<file path="src/rtl/snake_pkg.sv">
// Shared constants for the snake-game tick scheduler: FSM state encoding,
// speed and digit-index widths, and the prescaler limit helper.
package snake_pkg;

  localparam int SPEED_W = 2;
  localparam int DIGIT_W = 3;

  typedef enum logic [1:0] {
    ST_IDLE  = 2'd0,
    ST_RUN   = 2'd1,
    ST_PAUSE = 2'd2,
    ST_OVER  = 2'd3
  } state_t;

  // Prescaler count at which a step fires; faster speeds fire sooner.
  function automatic logic [1:0] presc_limit(input logic [SPEED_W-1:0] spd);
    return 2'd3 - spd;
  endfunction

endpackage

</file>
<file path="src/rtl/tick_sched_edge_det.sv">
// Rising-edge detector for an already-synchronous button level.
// The first clock after reset only loads the history, so a button held
// through reset release never registers as a press.
module edge_det (
  input  logic clk,
  input  logic rst,
  input  logic lvl,
  output logic rise
);

  logic prev_q, prev_d;
  logic armed_q, armed_d;

  // Next history: previous level, and armed once a clock has passed.
  always_comb begin
    prev_d  = lvl;
    armed_d = 1'b1;
  end

  // History and arm flops, cleared asynchronously.
  always_ff @(posedge clk or posedge rst) begin
    if (rst) begin
      prev_q  <= 1'b0;
      armed_q <= 1'b0;
    end else begin
      prev_q  <= prev_d;
      armed_q <= armed_d;
    end
  end

  assign rise = armed_q & lvl & ~prev_q;

endmodule

</file>
<file path="src/rtl/tick_sched.sv">
// Snake-game tick scheduler: game FSM, speed-dependent step prescaler,
// step request handshake with missed-step counter, and display scan index.
// Optional feature: define TICK_SCHED_BLINK_EN to blink the display while
// paused or game over; otherwise blink is tied low and no counter exists.
module tick_sched
  import snake_pkg::*;
#(
  parameter int N_DIGITS = 8,
  parameter int MISS_W   = 8
) (
  input  logic               clk,
  input  logic               rst,
  input  logic               move_tick,
  input  logic               scan_tick,
  input  logic               start,
  input  logic               pause,
  input  logic [SPEED_W-1:0] speed,
  input  logic               step_ack,
  input  logic               game_over,
  output logic               step_req,
  output logic               restart,
  output logic               scan_en,
  output logic [DIGIT_W-1:0] digit_sel,
  output logic [1:0]         state,
  output logic [MISS_W-1:0]  missed_cnt,
  output logic               blink
);

  localparam logic [DIGIT_W-1:0] DIGIT_LAST = DIGIT_W'(N_DIGITS - 1);
  localparam logic [MISS_W-1:0]  MISS_MAX   = {MISS_W{1'b1}};

  state_t               state_q, state_d;
  logic [1:0]           presc_q, presc_d;
  logic                 step_req_q, step_req_d;
  logic                 restart_q, restart_d;
  logic                 scan_en_q, scan_en_d;
  logic [DIGIT_W-1:0]   digit_q, digit_d;
  logic [MISS_W-1:0]    missed_q, missed_d;

  logic start_rise, pause_rise;
  logic start_run, to_idle, in_run, fire;

  edge_det u_start_edge (
    .clk  (clk),
    .rst  (rst),
    .lvl  (start),
    .rise (start_rise)
  );

  edge_det u_pause_edge (
    .clk  (clk),
    .rst  (rst),
    .lvl  (pause),
    .rise (pause_rise)
  );

  // FSM state register.
  always_ff @(posedge clk or posedge rst) begin
    if (rst) begin
      state_q <= ST_IDLE;
    end else begin
      state_q <= state_d;
    end
  end

  // FSM next state; game_over outranks a pause press while running.
  always_comb begin
    state_d = state_q;
    unique case (state_q)
      ST_IDLE:  if (start_rise) state_d = ST_RUN;
      ST_RUN: begin
        if (game_over)       state_d = ST_OVER;
        else if (pause_rise) state_d = ST_PAUSE;
      end
      ST_PAUSE: if (pause_rise) state_d = ST_RUN;
      ST_OVER:  if (start_rise) state_d = ST_IDLE;
      default:  state_d = ST_IDLE;
    endcase
  end

  // FSM outputs: game start strobe, return-to-idle strobe, run window.
  always_comb begin
    start_run = (state_q == ST_IDLE) && start_rise;
    to_idle   = (state_q == ST_OVER) && start_rise;
    in_run    = (state_q == ST_RUN);
    restart_d = start_run;
  end

  // Prescaler, step handshake, missed counter and scan index.
  always_comb begin
    fire       = in_run && move_tick && (presc_q >= presc_limit(speed));
    presc_d    = presc_q;
    missed_d   = missed_q;
    step_req_d = (step_req_q && !step_ack) || fire;
    digit_d    = digit_q;
    scan_en_d  = scan_tick;

    if (start_run) begin
      presc_d = 2'd0;
    end else if (in_run && move_tick) begin
      presc_d = fire ? 2'd0 : presc_q + 2'd1;
    end

    if (start_run) begin
      missed_d = '0;
    end else if (fire && step_req_q && !step_ack && (missed_q != MISS_MAX)) begin
      missed_d = missed_q + MISS_W'(1);
    end

    if (to_idle) begin
      step_req_d = 1'b0;
    end

    if (scan_tick) begin
      digit_d = (digit_q == DIGIT_LAST) ? '0 : digit_q + DIGIT_W'(1);
    end
  end

  // Datapath registers, all cleared asynchronously.
  always_ff @(posedge clk or posedge rst) begin
    if (rst) begin
      presc_q    <= 2'd0;
      step_req_q <= 1'b0;
      restart_q  <= 1'b0;
      scan_en_q  <= 1'b0;
      digit_q    <= '0;
      missed_q   <= '0;
    end else begin
      presc_q    <= presc_d;
      step_req_q <= step_req_d;
      restart_q  <= restart_d;
      scan_en_q  <= scan_en_d;
      digit_q    <= digit_d;
      missed_q   <= missed_d;
    end
  end

`ifdef TICK_SCHED_BLINK_EN
  logic [1:0] blink_cnt_q, blink_cnt_d;
  logic       blink_q, blink_d;

  // Blink phase: toggle every fourth move_tick while paused or over.
  always_comb begin
    blink_cnt_d = blink_cnt_q;
    blink_d     = blink_q;
    if ((state_q == ST_PAUSE) || (state_q == ST_OVER)) begin
      if (move_tick) begin
        blink_cnt_d = blink_cnt_q + 2'd1;
        if (blink_cnt_q == 2'd3) begin
          blink_d = ~blink_q;
        end
      end
    end else begin
      blink_cnt_d = 2'd0;
      blink_d     = 1'b0;
    end
  end

  // Blink registers.
  always_ff @(posedge clk or posedge rst) begin
    if (rst) begin
      blink_cnt_q <= 2'd0;
      blink_q     <= 1'b0;
    end else begin
      blink_cnt_q <= blink_cnt_d;
      blink_q     <= blink_d;
    end
  end

  assign blink = blink_q;
`else
  assign blink = 1'b0;
`endif

  assign state      = state_q;
  assign step_req   = step_req_q;
  assign restart    = restart_q;
  assign scan_en    = scan_en_q;
  assign digit_sel  = digit_q;
  assign missed_cnt = missed_q;

endmodule

</file>
<file path="config.mk">
export PLATFORM = sky130hd
export DESIGN_NAME = tick_sched
export DESIGN_NICKNAME = d
export VERILOG_FILES = /design/src/rtl/snake_pkg.sv /design/src/rtl/tick_sched_edge_det.sv /design/src/rtl/tick_sched.sv
export SDC_FILE = /design/constraint.sdc
export NUM_CORES = 1
export LEC_CHECK = 0
export CAP_MARGIN = 5
export CORE_MARGIN = 1.5
export CORE_UTILIZATION = 48
export DETAILED_ROUTE_END_ITERATION = 16
export GPL_ROUTABILITY_DRIVEN = 0
export MAX_ROUTING_LAYER = met4
export PLACE_DENSITY = 0.81
export SLEW_MARGIN = 10
export SYNTH_ARGS = -nofsm -noshare
export SYNTH_HDL_FRONTEND = slang
export SYNTH_SLANG_ARGS = --single-unit
</file>
<file path="constraint.sdc">
create_clock -name clk -period 2.16 [get_ports clk]
set_input_delay 0.216 -clock clk [delete_from_list [all_inputs] [get_ports clk]]
set_output_delay 0.216 -clock clk [all_outputs]
set_load 0.01 [all_outputs]
</file>
# ---- Yosys cells after proc, flatten, opt, wreduce, memory -nomap -nowiden
# Cells that the tools add are included.
dict set report op_classes {
  add_sub_neg 4
  magnitude_cmp 1
  eq_ne 9
  muxes 13
  bitwise 6
  n_reduce_logical 14
}
# cell n
set ops {}
lappend ops {{two-way mux 2 bit} 8}
lappend ops {{two-way mux 8 bit} 2}
lappend ops {{adder 8 x 1 -> 8 bit (second input constant)} 1}
lappend ops {{logical AND 1 bit} 8}
lappend ops {{!= test 8 bit (second input constant)} 1}
lappend ops {{case mux 2 bit (4 select lines)} 1}
lappend ops {{!= test 2 bit (second input constant)} 3}
lappend ops {{AND 1 bit} 4}
lappend ops {{== test 2 bit (second input constant)} 2}
lappend ops {{AND reduction 4 bit} 1}
lappend ops {{nonzero test 2 bit} 2}
lappend ops {{adder 3 x 1 -> 3 bit (second input constant)} 1}
lappend ops {{== test 3 bit (second input constant)} 1}
lappend ops {{two-way mux 3 bit} 1}
lappend ops {{!= test 3 bit (second input constant)} 1}
lappend ops {{adder 2 x 1 -> 2 bit (second input constant)} 1}
lappend ops {{== test 2 x 1 -> 1 bit (second input constant)} 1}
lappend ops {{>= comparator 2 bit} 1}
lappend ops {{zero test 2 bit} 1}
lappend ops {{NOT 1 bit} 2}
lappend ops {{subtractor 2 bit (first input constant)} 1}
lappend ops {{zero test 1 bit} 1}
lappend ops {{logical OR 1 bit} 1}
lappend ops {{two-way mux 1 bit} 1}
dict set report word_totals {
  regBits 21
  inputBits 10
  out_inout_bits 17
  elab_cells 57
}

# ---- Depth between registers and ports, before layout
dict set report depth {
  depth_word 8
  depth_mapped 6
  depth_no_buf 6
}

# ---- Cells and area by module
# Synthesis repeated with hierarchy kept, for this count alone.
dict set report unflattened {
  hier_cells 105
  hier_area_um2 1099.8
}
# mod instances cells_per_inst area_per_inst_um2
set modules_own_cells {}
lappend modules_own_cells {tick_sched 1 95 967.2}
lappend modules_own_cells {edge_det 2 5 66.3}

# ---- Worst setup path before layout
# Ideal clock, no wire load.
dict set report synth_path {
  path_type {register to register}
  startpoint {register missed_q[0], in the netlist missed_cnt[0]}
  endpoint {register missed_q[6], in the netlist missed_cnt[6]}
  t_arrival_ns 1.550
  required_ns 2.082
  path_slack_ns 0.532
  stages_incl_launch_ff 6
  path_buffers 0
  cell_sequence {dfrtp_1 ha_1 nand2_1 a2111o_1 or4_1 a21oi_1}
}
dict set report synth_between {
  elab_chain_cells 3
  elab_cells_between_ends 6
}
# item line_no
set synth_lines {}
lappend synth_lines {{from (decl)} tick_sched.sv:38} ;# logic [MISS_W-1:0] missed_q, missed_d;
lappend synth_lines {{from (signal assigned)} tick_sched.sv:134} ;# missed_q <= missed_d;
lappend synth_lines {{adder 8 x 1 -> 8 bit or != test 8 bit (tied branches)} {tick_sched.sv:107, tick_sched.sv:106}}
lappend synth_lines {{two-way mux 8 bit or logical AND 1 bit (tied branches)} tick_sched.sv:106} ;# end else if (fire && step_req_q && !step_ack && (missed_q != MISS_MAX)) begin
lappend synth_lines {{two-way mux 8 bit or nonzero test 2 bit (tied branches)} n/a}
# Several ways; a longest one is shown, not always the timed one. The select of a mux whose other input is x is not followed.
# A chain may end at the register's enable or synchronous reset.

# ---- Final worst setup path
dict set report layout_path {
  startpoint {register presc_q[0]}
  endpoint {register missed_q[6], in the netlist missed_cnt[6]}
}
dict set report layout_between {
  elab_chain_cells 6
}
# item line_no
set layout_lines {}
lappend layout_lines {{from (decl)} tick_sched.sv:33} ;# logic [1:0] presc_q, presc_d;
lappend layout_lines {{from (signal assigned)} tick_sched.sv:129} ;# presc_q <= presc_d;
lappend layout_lines {{>= comparator 2 bit} tick_sched.sv:91} ;# fire = in_run && move_tick && (presc_q >= presc_limit(speed));
lappend layout_lines {{logical AND 1 bit} tick_sched.sv:91}
lappend layout_lines {{logical AND 1 bit (3 in series)} tick_sched.sv:106}
lappend layout_lines {{nonzero test 2 bit (no line)} n/a}
# No other way between the ends.

==> summary.md <==
| Metric | Value |
|---|---|
| Worst min-delay path class | in -> async |
| Cell taking the most area after synthesis | dfrtp_1 |
| Global-route wire length before repair | 3.705 mm |
| Post-synth EDFFs | 0 |
| Post-DP HPWL | 1.604 mm |
| Inserted Diodes | 0 |
| Clk buf depth | 2 |
| CP Class | reg -> reg |
| Yosys warning count | 0 |
| Iteration count of the initial detailed-routing pass | 4 |
| Max Fclk | 565.5 MHz |
| Die X | 51.52 um |
| CP Max Fanout | 7 |
| Mapped Area | 1130 um2 |
| Pleak | 0.6433 nW |
| Rows | 17 |
| Final min period | 1768 ps |
| Core area | 2212 um2 |
| CP endpoint kind | register |
| Post-CTS Setup Bufs | 0 |
| PortBufs | 25 |
| Status | finished, final reports clean |
| Setup Viol. Count Final | 0 |
| Share of power burned in registers | 45.6% |
| Asr flop ratio synth | 100.0% |
| Antenna violations before repair | 0 |
| Worst Skew | 3.401 ps |
| Setup_tns | 0 ps |
| Fin Hold WS | 219.1 ps |
| Main combinational cell family by area after synthesis | simple AND/OR/NAND/NOR gates |
| Clock buffer count from CTS | 3 |
| Post-Syn Nets | 128 |
| CTS H-tree depth | 1 |
| Synth Register Bits | 21 |
| Grt ovf | 0 |
| Later-pin clock latency in the skew report | 300 ps |
| GRT Total Usage | 19.64% |
| Worst VDD drop | 757.4 uV |
| Syn avg cell area | 9.999 um2 |
| Worst reg2reg setup slack | 390 ps |
| Share of layout cells above drive strength 1 | 7.857% |
| Clk pwr share | 14.7% |
| Hold buffer count at CTS | 0 |
| Synth cell types | 35 |
| Area share of and/or/nand/nor cells after synthesis | 23.03% |
| Routed wire per std cell | 12.43 um |
| Sequential share of the synthesized area | 46.51% |
| CTS tree | built |
| CTS resizes | 0 |
| Primary FF master, synth | dfrtp_1 |
| Critical path data required time | 2390 ps |
| Comb pwr share | 39.7% |
| DR iter-0 viols | 14 |
| Final #Nets | 156 |
| Worst setup SP type | register |
| Power Density | 889.8 nW/um2 |
| Vert. Die Dim | 51.52 um |
| Sw Ratio | 34.85% |
| Share of the synthesized area in the top cell type | 46.51% |
| Worst path arrival time | 2000 ps |
| Top post-synthesis cells by area | dfrtp_1 47%, ha_1 5.5%, mux2i_1 5.3% |
| WL final | 2.088 mm |
| Net Switching | 0.0004438 W |
| Vias per cell | 5.464 |
| Synthesis-to-layout area growth | 26.69% |
| Multiplexer share of the synthesized area | 8.306% |
| Max-cap violations | 0 |
| Final Hold Viols | 0 |
| Root buf cell | clkbuf_4 |
| Via count | 918 |
| Final period util | 81.87% |
| Post-route DRC | 0 |
| Largest net degree at the start of global routing | 22 |
| Fin. max-slew vios | 0 |
| Post-synthesis cell count | 113 |
| Internal power contribution | 0.0008298 W |
| CTS Sinks | 21 |
| Initial Util | 51.07% |
| XOR/XNOR share of the synthesized area | 0% |
| Adder-Cell Fraction of Synth Area | 5.537% |
| Clock-pin transition on the worst setup and hold timing paths | 120 ps |
| Die Area | 2654 um2 |
| I/O Pins | 27 |
| Synth Area in Compound Gates | 11.96% |
| Post-DRT Antenna Nets | 0 |
| Vias in the first global route | 916 |
| RSZ-0062 raised after global routing | no |
-- metrics by stage --
step / total power [W] / area (um2) / std cells / worst slack, ps / utilization [%]
2_1_floorplan: 0.0008939 / 1130 / 113 / 532.2 / -
3_3_place_gp: 0.001077 / 1404 / 164 / 232.8 / 63.46
4_1_cts: 0.001290 / 1431 / 168 / 395.1 / 64.71
5_1_grt: 0.001393 / 1431 / 168 / 192.4 / 64.71
3_5_place_dp: 0.001101 / 1404 / 164 / 166.3 / 63.46
6_report: 0.001274 / 1431 / 168 / 391.5 / 64.71
-- worst paths after layout --
kind                               startpoint  depth (start not counted)             endpoint
min in group clk                        pause                          1  u_pause_edge.prev_q
worst max register to register     presc_q[0]                          6        missed_cnt[6]
worst min register to register  missed_cnt[0]                          1        missed_cnt[0]
worst min-delay path                      rst                          3         digit_sel[2]
max in group asynchronous                 rst                          3        missed_cnt[1]
worst max-delay path               presc_q[0]                          6        missed_cnt[6]
-- Yosys cell counts, types with 2 or more instances --
| library cell | count |
|---|---|
| a21oi_1 | 7 |
| conb_1 | 2 |
| nand3_1 | 5 |
| and4_1 | 2 |
| nand2b_1 | 4 |
| buf_4 | 2 |
| mux2i_1 | 6 |
| nand2_1 | 15 |
| inv_1 | 7 |
| dfrtp_1 | 21 |
| mux2_2 | 3 |
| o21ai_0 | 5 |
| nor4_1 | 2 |
| ha_1 | 5 |
| nor2_1 | 4 |
| nor2b_1 | 4 |
-- registers in the layout (all words and copies together), names as in the netlist --
name / cells
digit_sel: 3
step_req: 1
scan_en: 1
u_pause_edge.armed_q: 1
u_start_edge.prev_q: 1
state: 2
presc_q: 2
restart: 1
missed_cnt: 8
u_pause_edge.prev_q: 1
-- power groups by stage --
stage          Combinational, W  Clock [W]  Sequential, W
6_report               0.000506   0.000187       0.000581
4_1_cts                0.000514   0.000195       0.000581
5_1_grt                0.000580   0.000216       0.000597
3_3_place_gp           0.000494          0       0.000583
2_1_floorplan          0.000308          0       0.000586
3_5_place_dp           0.000512          0       0.000589
-- per-layer routing --
metal  vias to the layer above  track usage (%)  routed length [um]
li1                        452                -                   -
met1                       442            22.87                 941
met5                         -                -                   0
met4                         0            13.16                  45
met2                        20            31.62                1034
met3                         4            2.874                  66
-- layout make-up --
| class | instances | area [um2] |
|---|---|---|
| multi-input cells | 82 | 559.3 |
| fillers | 199 | 780.7 |
| well taps | 28 | 35.03 |
| clock inverters | 1 | 5.005 |
| flip-flops and latches | 21 | 525.5 |
| inverters | 7 | 26.28 |
| repair buffers | 26 | 257.7 |
| clock buffers | 3 | 22.52 |
-- cells by family after synthesis --
group | count (synthesis)
and+or+nand+nor | 45
adders and majority gates | 5
AOI/OAI and AO/OA | 21
DFF | 21
buffers and inverters | 10
other | 2
muxes | 9
-- worst max-delay path: stages, from the launching register on --
cell and delay, ps:
dfrtp_1 410, inv_1 80, ha_1 260, nand2b_1 130, a21oi_1 160, or4_1 500, a21oi_1 150
-- layout by cell type (no fill, tap or decap), drive strengths merged --
cell type and count:
a2111o 1, a2111oi 1, a21o 1, a21oi 7
a31oi 1, and3 1, and3b 1, and4 2
buf 1, clkbuf 3, clkdlybuf4s50 25, clkinv 1
conb 2, dfrtp 21, ha 5, inv 7
mux2 3, mux2i 6, nand2 15, nand2b 5
nand3 5, nand3b 1, nand4 1, nor2 4
nor2b 4, nor3 1, nor4 2, o211ai 1
o21ai 5, o2bb2ai 1, o311ai 1, o31a 1
o31ai 1, or2 1, or4 1, or4b 1
(Power assumes the default switching activity.)
==> RTL edit, RTL diff (config.mk and constraints unchanged) <==
The option `TICK_SCHED_BLINK_EN` is turned on by a define.
--- a/src/rtl/tick_sched.sv
+++ b/src/rtl/tick_sched.sv
@@ -2,6 +2,8 @@
 // step request handshake with missed-step counter, and display scan index.
 // Optional feature: define TICK_SCHED_BLINK_EN to blink the display while
 // paused or game over; otherwise blink is tied low and no counter exists.
+`define TICK_SCHED_BLINK_EN
+
 module tick_sched
   import snake_pkg::*;
 #(
Check against the original RTL: not equivalent (Yosys sat finds a counterexample within 10 cycles, from zero or initial values and one cycle with rst high).
==> RTL edit against the original RTL <==
Setup slack better by 0.044 ns. Synthesized area rose by 14%. Design area rose by 13%. Synthesized cell count increased by 12%. Total power rose by 22%. Wire length up 10%. Count of clock-buffer cells in the layout increased by 1. Sequential cell count rose by 3. Sequential share of layout area rose by 0.38 points. First-iteration DRC count fell by 43%. Critical path type unchanged. Highest routed layer unchanged.
==> RTL edit: results (changes against the original RTL) <==
Critical path
  – Crit path max fanout: 6 (-1)
  – Critical Path Slowest Stage Cell: dfrtp_1
  – Max incr delay on CP: 0.46 ns (-0.04 ns)
  – Reg2reg end: missed_cnt[2]

Route
  – Drt total wl: 2.30 mm (+10%)
  – Vias: 967 (+5.3%)
  – Met3 Wirelength: 77 um (+17%)
  – Met1 wire length: 1.08 mm (+14%)
  – WL met2: 1.10 mm (+5.9%)

Placed design
  – Pre-CTS WS: 0.237 ns (+0.0707 ns)
  – Placement Cell Area: 0.00158 mm2 (+13%)
  – Number of port buffers: 26 (+4.0%)
  – Placed wire-length estimate: 1.69 mm (+5.3%)

Finish
  – Filler cell count: 204 (+2.5%)
  – Nets: 171 (+9.6%)

Logic synthesis
  – Largest cells by area after synthesis: dfrtp_1 (47%), mux2i_1 (7.0%), nand2_1 (6.4%)
  – XOR/XNOR Fraction of Synth Area: 1.36% (+1.4 points)
  – Adder-Cell Fraction of Synth Area: 5.81% (+0.28 points)
  – Post-synthesis compound-gate area fraction: 7.46% (-4.5 points)
  – Post-synthesis mux area share: 8.72% (+0.42 points)
  – Avg Cell Area, Syn: 10.2 um2 (+2.5%)

Clock tree
  – Worst-Skew Late Latency: 0.32 ns (+0.02 ns)
  – CTS clk-pin slew, worst paths: 0.14 ns (+0.02 ns)

Outcome
  – Status: finished, final reports clean

Global routing
  – First-pass GRT wire length: 3.76 mm (+1.5%)
  – All-Layer GR Usage: 18.4% (-1.3 points)
  – Vias in the first global route: 871 (-4.9%)
  – Largest net degree at the start of global routing: 25 (+14%)

Timing
  – Worst Hold Margin: 0.216 ns (-0.00340 ns)
  – Post-route worst setup slack: 0.435 ns (+0.0439 ns)

Pwr
  – Clock share of power: 15.6% (+0.9 points)
  – Power Combinational: 626 uW (+24%)
## RTL edit: cell types whose count changed after synthesis, moves of 3 or more
cell | before | now
a21oi_1 | 7 | 2
o22ai_1 | 0 | 3
nand2_1 | 15 | 22
mux2i_1 | 6 | 9
dfrtp_1 | 21 | 24
and3_1 | 1 | 5
## RTL edit: worst reg2reg max path: cells and delay by family, from the launching register on
kind | cells | cell delay, ns
simple gates | 3 | 0.76
flops | 1 | 0.46
fa+ha+maj | 1 | 0.23
mux | 1 | 0.22
## RTL edit: per-layer routing
| layer | vias to the layer above | GRT usage, % |
|---|---|---|
| met1 | 458 | 23.0 |
| li1 | 486 | - |
| met5 | - | - |
| met2 | 18 | 28.0 |
| met4 | 0 | 11.3 |
| met3 | 5 | 2.46 |
## RTL edit: cell type report
cell class	instances	share of cell area, %
multi-input combinational	92	40.2
sequential	24	37.1
timing repair buffer	27	16.5
tap	30	2.32
clock buffer	4	2.24
inverter	7	1.62
